--- src/rtl/encoder_4to2_buf.sv ---
// Registered 4-to-2 priority encoder with a 2-entry output buffer.
// Optional one-hot checking (out_multi, err_cnt) via ENC_ONEHOT_CHECK_EN.
module encoder_4to2_buf #(
  parameter int ERR_CNT_W = 8
) (
  input  logic                 clk,
  input  logic                 rst,
  input  logic                 in_valid,
  output logic                 in_ready,
  input  logic [3:0]           d,
  output logic                 out_valid,
  input  logic                 out_ready,
  output logic                 y0,
  output logic                 y1,
  output logic                 out_zero,
  output logic                 out_multi,
  output logic [ERR_CNT_W-1:0] err_cnt
);

  typedef enum logic [1:0] {
    EMPTY,
    ONE,
    TWO
  } state_t;

  state_t     state;
  state_t     state_nxt;
  logic [3:0] head;
  logic [3:0] tail;
  logic [3:0] head_nxt;
  logic [3:0] tail_nxt;
  logic [3:0] enc;
  logic [1:0] code;
  logic       zero;
  logic       multi;
  logic       push;
  logic       pop;

  // Priority encode of the incoming word; entry is {code, zero, multi}.
  always_comb begin
    code = 2'b00;
    unique case (1'b1)
      d[3]:                   code = 2'b11;
      d[2] && !d[3]:          code = 2'b10;
      d[1] && d[3:2] == 2'b0: code = 2'b01;
      d[0] && d[3:1] == 3'b0: code = 2'b00;
      default:                code = 2'b00;
    endcase
    zero = (d == 4'b0000);
`ifdef ENC_ONEHOT_CHECK_EN
    multi = ((d & (d - 4'd1)) != 4'b0000);
`else
    multi = 1'b0;
`endif
    enc = {code, zero, multi};
  end

  // Occupancy FSM: handshakes and next head/tail contents.
  always_comb begin
    state_nxt = state;
    head_nxt  = head;
    tail_nxt  = tail;
    in_ready  = (state != TWO);
    out_valid = (state != EMPTY);
    push      = in_valid && in_ready;
    pop       = out_valid && out_ready;
    unique case (state)
      EMPTY: begin
        if (push) begin
          head_nxt  = enc;
          state_nxt = ONE;
        end
      end
      ONE: begin
        if (push && pop) begin
          head_nxt = enc;
        end else if (push) begin
          tail_nxt  = enc;
          state_nxt = TWO;
        end else if (pop) begin
          state_nxt = EMPTY;
        end
      end
      TWO: begin
        if (pop) begin
          head_nxt  = tail;
          state_nxt = ONE;
        end
      end
      default: state_nxt = EMPTY;
    endcase
  end

  // State and buffer registers; head keeps its value when drained.
  always_ff @(posedge clk) begin
    if (rst) begin
      state <= EMPTY;
      head  <= 4'b0000;
      tail  <= 4'b0000;
    end else begin
      state <= state_nxt;
      head  <= head_nxt;
      tail  <= tail_nxt;
    end
  end

  assign {y0, y1, out_zero, out_multi} = head;

`ifdef ENC_ONEHOT_CHECK_EN
  // Saturating count of accepted zero or multi-hot words.
  always_ff @(posedge clk) begin
    if (rst) begin
      err_cnt <= '0;
    end else if (push && (zero || multi) && (err_cnt != '1)) begin
      err_cnt <= err_cnt + 1'b1;
    end
  end
`else
  assign err_cnt = '0;
`endif

endmodule

--- config.mk ---
export PLATFORM = sky130hd
export DESIGN_NAME = encoder_4to2_buf
export DESIGN_NICKNAME = d
export VERILOG_FILES = /design/src/rtl/encoder_4to2_buf.sv
export SDC_FILE = /design/constraint.sdc
export NUM_CORES = 1
export LEC_CHECK = 0
export ABC_AREA = 0
export CAP_MARGIN = 20
export CORE_AREA = 5 5 42 44
export CTS_BUF_LIST = sky130_fd_sc_hd__clkbuf_4
export DETAILED_ROUTE_END_ITERATION = 8
export DIE_AREA = 0 0 47 49
export PLACE_DENSITY = 0.79
export REMOVE_ABC_BUFFERS = 1
export SYNTH_ARGS = -nofsm -noshare
export SYNTH_HDL_FRONTEND = slang
export SYNTH_SLANG_ARGS = --single-unit
--- constraint.sdc ---
create_clock -name clk -period 2.65 [get_ports clk]
set_clock_uncertainty 0.2 [all_clocks]
set_input_delay 0.53 -clock clk [delete_from_list [all_inputs] [get_ports clk]]
set_output_delay 0.53 -clock clk [all_outputs]
set_load 0.02 [all_outputs]
==> impl_results.md <==
- Status: completed
- Final hold violation count: 0
- Post-synth top area cell: dfxtp_1
- Min-delay worst type: reg -> reg
- TritonCTS clock tree: built
- Worst r2r dst: head[1]
- Final Max Slew Viols: 0
- Power per cell area: 486 mW/mm^2
- Post-Route WL: 873 um
- Clock Path Buffers: 2
- Launch point of the worst reg-to-reg path: state[0]
- Reg power frac: 44.9%
- Area after DPL: 579 um^2
- Die ar.: 0.00230 mm^2
- Required @ worst endpoint: 1.92 ns
- P_int: 211 uW
- Max Clock Freq: 0.429 GHz
- Clk Latency, worst-skew pair: 0.25 ns
- Max cap viols: 0
- Postcts setup bufs: 0
- Layout area overhead: 19.7%
- Number of cells on the worst reg-to-reg path: 4
- Final HPWL DP: 699 um
- Initial antenna violation count: 0
- Layout cell share with drive strength beyond 1: 16.2%
- Core Footprint: 0.00140 mm^2
- Crit-path max FO: 7
- Initial drt markers: 4
- Layout Nets: 78
- Crit path from: state[0]
- Number of buffers created by CTS: 3
- Vias per cell: 4.40
- Max IR drop VDD: 0.214 mV
- Setup slack, reg-to-reg: 1.12 ns
- WL/cell: 10.4 um
- Setup ws final: 0.317 ns
- Die H: 49 um
- Gate Count Post-Synth: 57
- Vias in the first global route: 349
- CTS Sinks: 8
- Critical Path End Type: output pin
- CTS H-tree lvls: 1
- Mean Syn Cell Area: 8.82 um^2
- # setup viols final: 0
- Initial Utilization: 35.9%
- Post-route antenna net violation count: 0
- Combinational share of power: 24.6%
- Type of the worst setup path: reg -> out
- Fin crit period: 2.33 ns
- Global route total overflow: 0
- IO Pins: 22
- Ys flop type: dfxtp_1
- Gpl congestion: 0.738
- Ys Warns: 0
- Setup crit start kind: flop
- Commonest non-fill, non-tap cells in the layout: clkdlybuf4s50_1 (12), nor2_1 (11), conb_1 (9)
- Synth cell types: 23
- Post-synth EDFFs: 0
- Largest net degree at the start of global routing: 9
- All-layer global routing usage: 8.05%
- Leakage Power: 0.000256 uW
- Final worst-path cycle share: 88.1%
- Synth top area share: 31.8%
- Number of synthesized register bits: 8
- Root Buffer: clkbuf_4
- P_sw: 81.2 uW
- Ys async rst share: 0%
- Drt drc: 0
- Hold Buf Count CTS: 0
- First-pass DRT Iterations: 2
- Vias post-DR: 370
- Sw Share: 27.8%
- Port Buffers: 12
- N_diodes: 0
- Setup_tns: 0 ns
- Dpl ws: 0.531 ns
- RSZ-0062 raised after global routing: false
- Row cnt: 14
- Commonest non-fill, non-tap cell in the layout: clkdlybuf4s50_1
- Sequential element share of the synthesized area: 31.8%
- CP arrival: 1.60 ns
- Clock network fraction of design power: 30.5%
- Top cells by area, synth: dfxtp_1 (32%), buf_4 (13%), nor2_1 (8.2%)
- Post-CTS resize count: 0
- Final instance area: 602 um^2
- CTS clk-pin slew, worst paths: 0.05 ns
- Syn Std Cell Area: 503 um^2
- Crit path capture: in_ready
- Die W: 47 um
- First-pass GRT wire length: 1370 um
-- synthesized netlist by cell type (2+ instances only) --
cell,instances
dfxtp_1,8
buf_4,9
a211oi_2,2
mux2i_1,2
buf_6,2
nand2_1,3
nor2_1,11
a211o_1,2
a21oi_1,4
-- per-stage QoR --
stage / hold WS (ns) / total power [uW] / util, % / std cells
5_1_grt: 0.289 / 310 / 42.9 / 84
4_1_cts: 0.256 / 295 / 42.9 / 84
6_report: 0.255 / 292 / 42.9 / 84
3_3_place_gp: 0.245 / 204 / 41.3 / 81
3_5_place_dp: 0.248 / 205 / 41.3 / 81
2_1_floorplan: 0.261 / 178 / - / 53
-- kinds of logic (layout without fill, tap and decap cells) --
| kind of cell | count (synthesis) | count (layout) | share of synthesized area [%] |
|---|---|---|---|
| AOI/OAI and AO/OA | 11 | 11 | 18.9 |
| buffers and inverters | 13 | 16 | 19.4 |
| DFF | 8 | 8 | 31.8 |
| muxes | 3 | 3 | 6.96 |
| other | 1 | 9 | 0.746 |
| and+or+nand+nor | 21 | 21 | 22.1 |
-- registers in the layout, summed over array words and instances (netlist names) --
signal and cells:
head 3, tail 3, state 2
-- metal layers --
layer / track usage [%] / vias to the layer above / wire, um
li1: - / 195 / -
met1: 11.1 / 159 / 418
met2: 11.3 / 16 / 365
met3: 2.95 / 0 / 90
met4: 2.76 / 0 / 0
met5: 0 / - / 0
-- power groups by stage --
stage	clock network (uW)	logic, uW	registers (uW)
after floorplan	0	41.1	136
after global placement	0	70.9	133
after detailed placement	0	71.9	134
after CTS	91.5	72.2	131
after global routing	101	77.7	132
final	89.2	72.0	131
-- critical path, stage by stage, from the launching register on --
cell,delay [ns]
dfxtp_1,0.39
nand2b_1,0.30
clkdlybuf4s50_1,0.67
-- layout make-up --
cell class	instances	area, um^2
fillers	162	800
multi-input cells	44	275
flip-flops and latches	8	160
repair buffers	12	120
clock buffers	3	22.5
well taps	16	20.0
inverters	1	3.75
-- worst min-delay path by stage --
stage,start,endpoint,slack (ns),cells after the start
final,head[3],head[3],0.25,2
after detailed placement,head[2],head[2],0.25,2
after global placement,head[3],head[3],0.24,2
after global routing,head[3],head[3],0.29,2
after CTS,head[3],head[3],0.26,2
after floorplan,tail[1],tail[1],0.26,2
No activity file was read; power rests on OpenSTA's default activity.
==> patch 1 (same flow settings) <==
Re-encode `state_t` (3 states) as one-hot, 3 bits wide.
--- a/src/rtl/encoder_4to2_buf.sv
+++ b/src/rtl/encoder_4to2_buf.sv
@@ -17,10 +17,10 @@
   output logic [ERR_CNT_W-1:0] err_cnt
 );
 
-  typedef enum logic [1:0] {
-    EMPTY,
-    ONE,
-    TWO
+  typedef enum logic [2:0] {
+    EMPTY = 3'b001,
+    ONE   = 3'b010,
+    TWO   = 3'b100
   } state_t;
 
   state_t     state;
Check against the original RTL: same outputs for any inputs over 10 cycles, from zero or initial values and one cycle with rst high; not proved beyond that.
==> patch 1 against the unedited design <==
  * Routed wire length is 17% higher
  * Sequential share of layout area is 0.24 points lower
  * Register-to-register slack worse by 0.20 ns
  * Final cell count is 12% higher
  * Synthesized area is 13% higher
  * Setup slack worse by 0.13 ns
  * Sequential cell count is 1 higher
  * Final area is 14% higher
  * Power is 14% higher
==> patch 1: results (changes against the unedited design) <==
[power]
p_leak_nw = 0.299  ; +17%
switching_share_pct = 27.5  ; -0.26 points

[synth]
synthDistinctLibCells = 26  ; +13%
synthTopCellsByCount = buf_4, nor2_1, dfxtp_1, a21oi_1
ys_seq_area_share_pct = 31.6  ; -0.19 points
synthTopCellsByArea = dfxtp_1, buf_4, nor2_1, a21oi_1, and4bb_2
postSynthCellCount = 65  ; +14%

[cells_and_area]
fill_cells = 131  ; -19%
layout.area.seq_um2 = 180  ; +12%
final_cells = 94  ; +12%
nets = 87  ; +12%
largest_registers = head: 3 flops, state: 3 flops, tail: 3 flops
drive_gt1_share_pct = 12.8  ; -3.4 points

[grt]
grt_max_degree = 10  ; +1
grt_pass1_vias = 406  ; +16%
grt_pass1_wl_um = 1600  ; +17%
gr-usage-all-layers_pct = 9.68  ; +1.6 points

[setup_path]
worstSetupStartpoint = state[2]
r2r_start = state[2]
arrival_ns = 1.73  ; +0.13 ns
crit_path_end = in_ready
r2r_slack_ns = 0.92  ; -0.20 ns

[cts]
path_clk_slew_ns = 0.06

[detailed_routing]
drtPass1Iterations = 4  ; +2
dr_total_vias = 458  ; +24%
routed_wl_um = 1020  ; +17%
drt-initial-drc-count = 6  ; +2

[placed_design]
dp_hpwl_um = 773  ; +10%
gp_congestion = 0.785  ; +6.3%
dp_cells = 90  ; +11%
dp_slack_ns = 0.394  ; -0.136 ns
placed_area_um2 = 653  ; +13%

[timing]
setup_slack_ns = 0.191  ; -0.126 ns

[status]
status = finished clean

[patch 1: layout make-up]
cell class / instances / share of cell area [%]
repair buffers: 12 / 17.6
flip-flops and latches: 9 / 26.4
well taps: 16 / 2.93
multi-input cells: 50 / 47.1
clock buffers: 4 / 4.40
inverters: 3 / 1.65
[patch 1: kinds of logic after synthesis]
logic type / synth area share (%)
compound gates: 16.3
xor+xnor: 1.54
simple gates: 24.6
flops: 31.6
mux: 8.13
other cells: 0.659
buf+inv: 17.1
[patch 1: power groups by stage]
stage / clock [mW] / combinational (mW) / sequential (mW)
after detailed placement: 0 / 0.0707 / 0.148
after floorplan: 0 / 0.0403 / 0.151
after global placement: 0 / 0.0695 / 0.149
final: 0.117 / 0.0709 / 0.145
after CTS: 0.120 / 0.0710 / 0.146
after global routing: 0.125 / 0.0772 / 0.146
[patch 1: critical path, cell delays in order, from the launching register on]
cell,delay (ns)
dfxtp_1,0.40
or3b_1,0.48
clkdlybuf4s50_1,0.58
[patch 1: worst min path at each step]
stage | slack, ns | endpoint | from | depth (start not counted)
final | 0.26 | head[3] | head[3] | 2
after global routing | 0.29 | head[3] | head[3] | 2
after CTS | 0.26 | head[3] | head[3] | 2
after detailed placement | 0.25 | head[3] | head[3] | 2
after global placement | 0.26 | head[2] | head[2] | 2
after floorplan | 0.26 | tail[1] | tail[1] | 2
[patch 1: layer usage]
layer | wire length (µm) | track usage [%] | up-vias | share of wire, %
met2 | 437 | 13.1 | 23 | 43
met1 | 457 | 12.2 | 201 | 45
met3 | 98 | 2.21 | 4 | 9.6
li1 | - | - | 230 | -
met5 | 0 | 0 | - | 0
met4 | 27 | 8.29 | 0 | 2.6
==> patch 2 (config.mk and constraints unchanged) <==
Without the edit above. Build with the macro `ENC_ONEHOT_CHECK_EN` defined.
--- a/src/rtl/encoder_4to2_buf.sv
+++ b/src/rtl/encoder_4to2_buf.sv
@@ -1,5 +1,7 @@
 // Registered 4-to-2 priority encoder with a 2-entry output buffer.
 // Optional one-hot checking (out_multi, err_cnt) via ENC_ONEHOT_CHECK_EN.
+`define ENC_ONEHOT_CHECK_EN
+
 module encoder_4to2_buf #(
   parameter int ERR_CNT_W = 8
 ) (
Behaviour: not the same (Yosys sat finds a counterexample within 4 cycles, from zero or initial values and one cycle with rst high).
==> patch 2 against the unedited design <==
  * Routed wire length grew to 2.6 times the old value
  * Final area is 110% higher
  * Power rose by 89%
  * Sequential share of layout area increased by 2.4 points
  * Fmax is essentially flat
  * Sequential cell count increased by 10
  * Setup slack hardly changed
  * Sequential power grew 120%
  * Synthesized area increased by 90%
  * Highest routed layer is now met4
==> patch 2: results (changes against the unedited design) <==
[detailed_routing]
maxUsedRoutingLayer = met4
drtPass1Iterations = 4  ; +2
wl_met1_um = 1010  ; +140%
wl_met2_um = 1120  ; +210%
drt-initial-drc-count = 24  ; +20
via_per_inst = 5.64  ; +28%
routed_wl_um = 2250  ; +160%
route.met3.wl_um = 100  ; +11%

[placed_design]
dp_hpwl_um = 1700  ; +140%
port_buffers = 21  ; +9
gp_congestion = 0.881  ; +19%

[min_path]
hp-class = reg -> reg
holdCritStartpoint = head[3]

[timing]
slew_headroom_pct = 72.2
finalHoldViolations = 0  ; unchanged
finalSetupTns_ns = 0  ; unchanged

[power]
max-vdd-ir-drop_v = 0.000363  ; +70%
p_leak_nw = 0.485  ; +89%
pg_clk_uw = 141  ; +58%
comb_power_uw = 120  ; +67%
p_int_uw = 396  ; +88%

[grt]
grt_busiest_layer = met2
gr-usage-all-layers_pct = 21.7  ; +14 points
grt_pass1_vias = 846  ; +140%
use_met2_pct = 34.8  ; +24 points
antenna_found_initial = 0  ; unchanged
met3_usage_pct = 4.80  ; +1.8 points
grt_max_degree = 13  ; +4
grt_pass1_wl_um = 3680  ; +170%
grt_util_met1_pct = 26.2  ; +15 points

[cells_and_area]
fill_cells = 78  ; -52%
largest_registers = err_cnt: 8 flops, head: 4 flops, tail: 4 flops
antenna_cells = 0  ; unchanged
nets = 147  ; +88%
drive_gt1_share_pct = 13.1  ; -3.0 points

[status]
status = finished clean

[cts]
clk_latency_ns = 0.29  ; +0.04 ns
clock_path_buffers = 2  ; unchanged
htree_levels = 1  ; unchanged
path_clk_slew_ns = 0.10  ; +0.05 ns
post-cts-setup-buffer-count = 0  ; unchanged
cts_resized = 0  ; unchanged

[synth]
synthDistinctLibCells = 38  ; +65%
ys_seq_area_share_pct = 37.7  ; +5.9 points
synthTopCellsByArea = dfxtp_1, nor2_1, mux2i_1, a21oi_1, xnor2_1
ys.warnings.count = 0  ; unchanged
yosys.area_share.adder_pct = 2.36  ; +2.4 points
synth.area.mux_share_pct = 7.98  ; +1.0 points
synth_compound_area_share_pct = 16.6  ; -2.3 points
synthTopCellsByCount = nor2_1, dfxtp_1, a21oi_1, mux2i_1
synth-xor-area-share_pct = 4.58  ; +4.6 points
async_reset_ff_share_pct = 0  ; unchanged

[setup_path]
arrival_ns = 2.33  ; +0.73 ns
worstSetupStartpoint = d[2]
critPathMaxFanout = 7  ; unchanged
r2r_start = state[0]

[patch 2: changes by cell type after synthesis, sizes merged, moves of 3 or more]
cell / delta
mux2i: +3
nor2: +12
nor4: +3
xnor2: +4
buf: -10
clkbuf: +3
inv: +3
nand3: +3
dfxtp: +10
a21oi: +3
[patch 2: path summary, 6_finish.rpt]
path	endpoint	slack [ns]	cells after the start
setup / recovery	err_cnt[7]	0.32	6
setup reg to reg	err_cnt[7]	0.67	6
hold / removal	head[3]	0.25	2
hold reg to reg	head[3]	0.25	2
[patch 2: metrics by stage]
step	util [%]	instances	power, mW	setup slack, ns	instance area (µm²)
2_1_floorplan	-	104	0.358	0.510	926
3_3_place_gp	86.8	149	0.411	0.0986	1220
3_5_place_dp	86.8	149	0.416	0.0252	1220
4_1_cts	88.7	153	0.556	0.333	1240
5_1_grt	88.7	153	0.585	0.266	1240
6_report	88.7	153	0.552	0.316	1240
[patch 2: cells by family (layout without fill, tap and decap cells)]
family	after synthesis	after routing
XOR/XNOR	5	5
buffers and inverters	9	37
AND/OR/NAND/NOR	48	48
AO/OA/AOI/OAI	20	20
adder cells (fa/ha/maj)	2	2
multiplexers	7	7
flip-flops	18	18
[patch 2: worst max-delay path: stages]
cell and delay [ns]:
clkdlybuf4s50_1 0.54, or2_1 0.33, o311ai_4 0.37, nor4_4 0.09, and2b_1 0.18, mux2_4 0.29
[patch 2: area by class of cell]
class,count,area [µm²],share of cell area [%]
Clock buffer,3,22.5,1.81
Inverter,4,15.0,1.21
Clock inverter,1,3.75,0.302
Tap cell,16,20.0,1.61
Timing Repair Buffer,29,270,21.8
Sequential cell,18,360,29.0
Multi-Input combinational cell,82,551,44.3
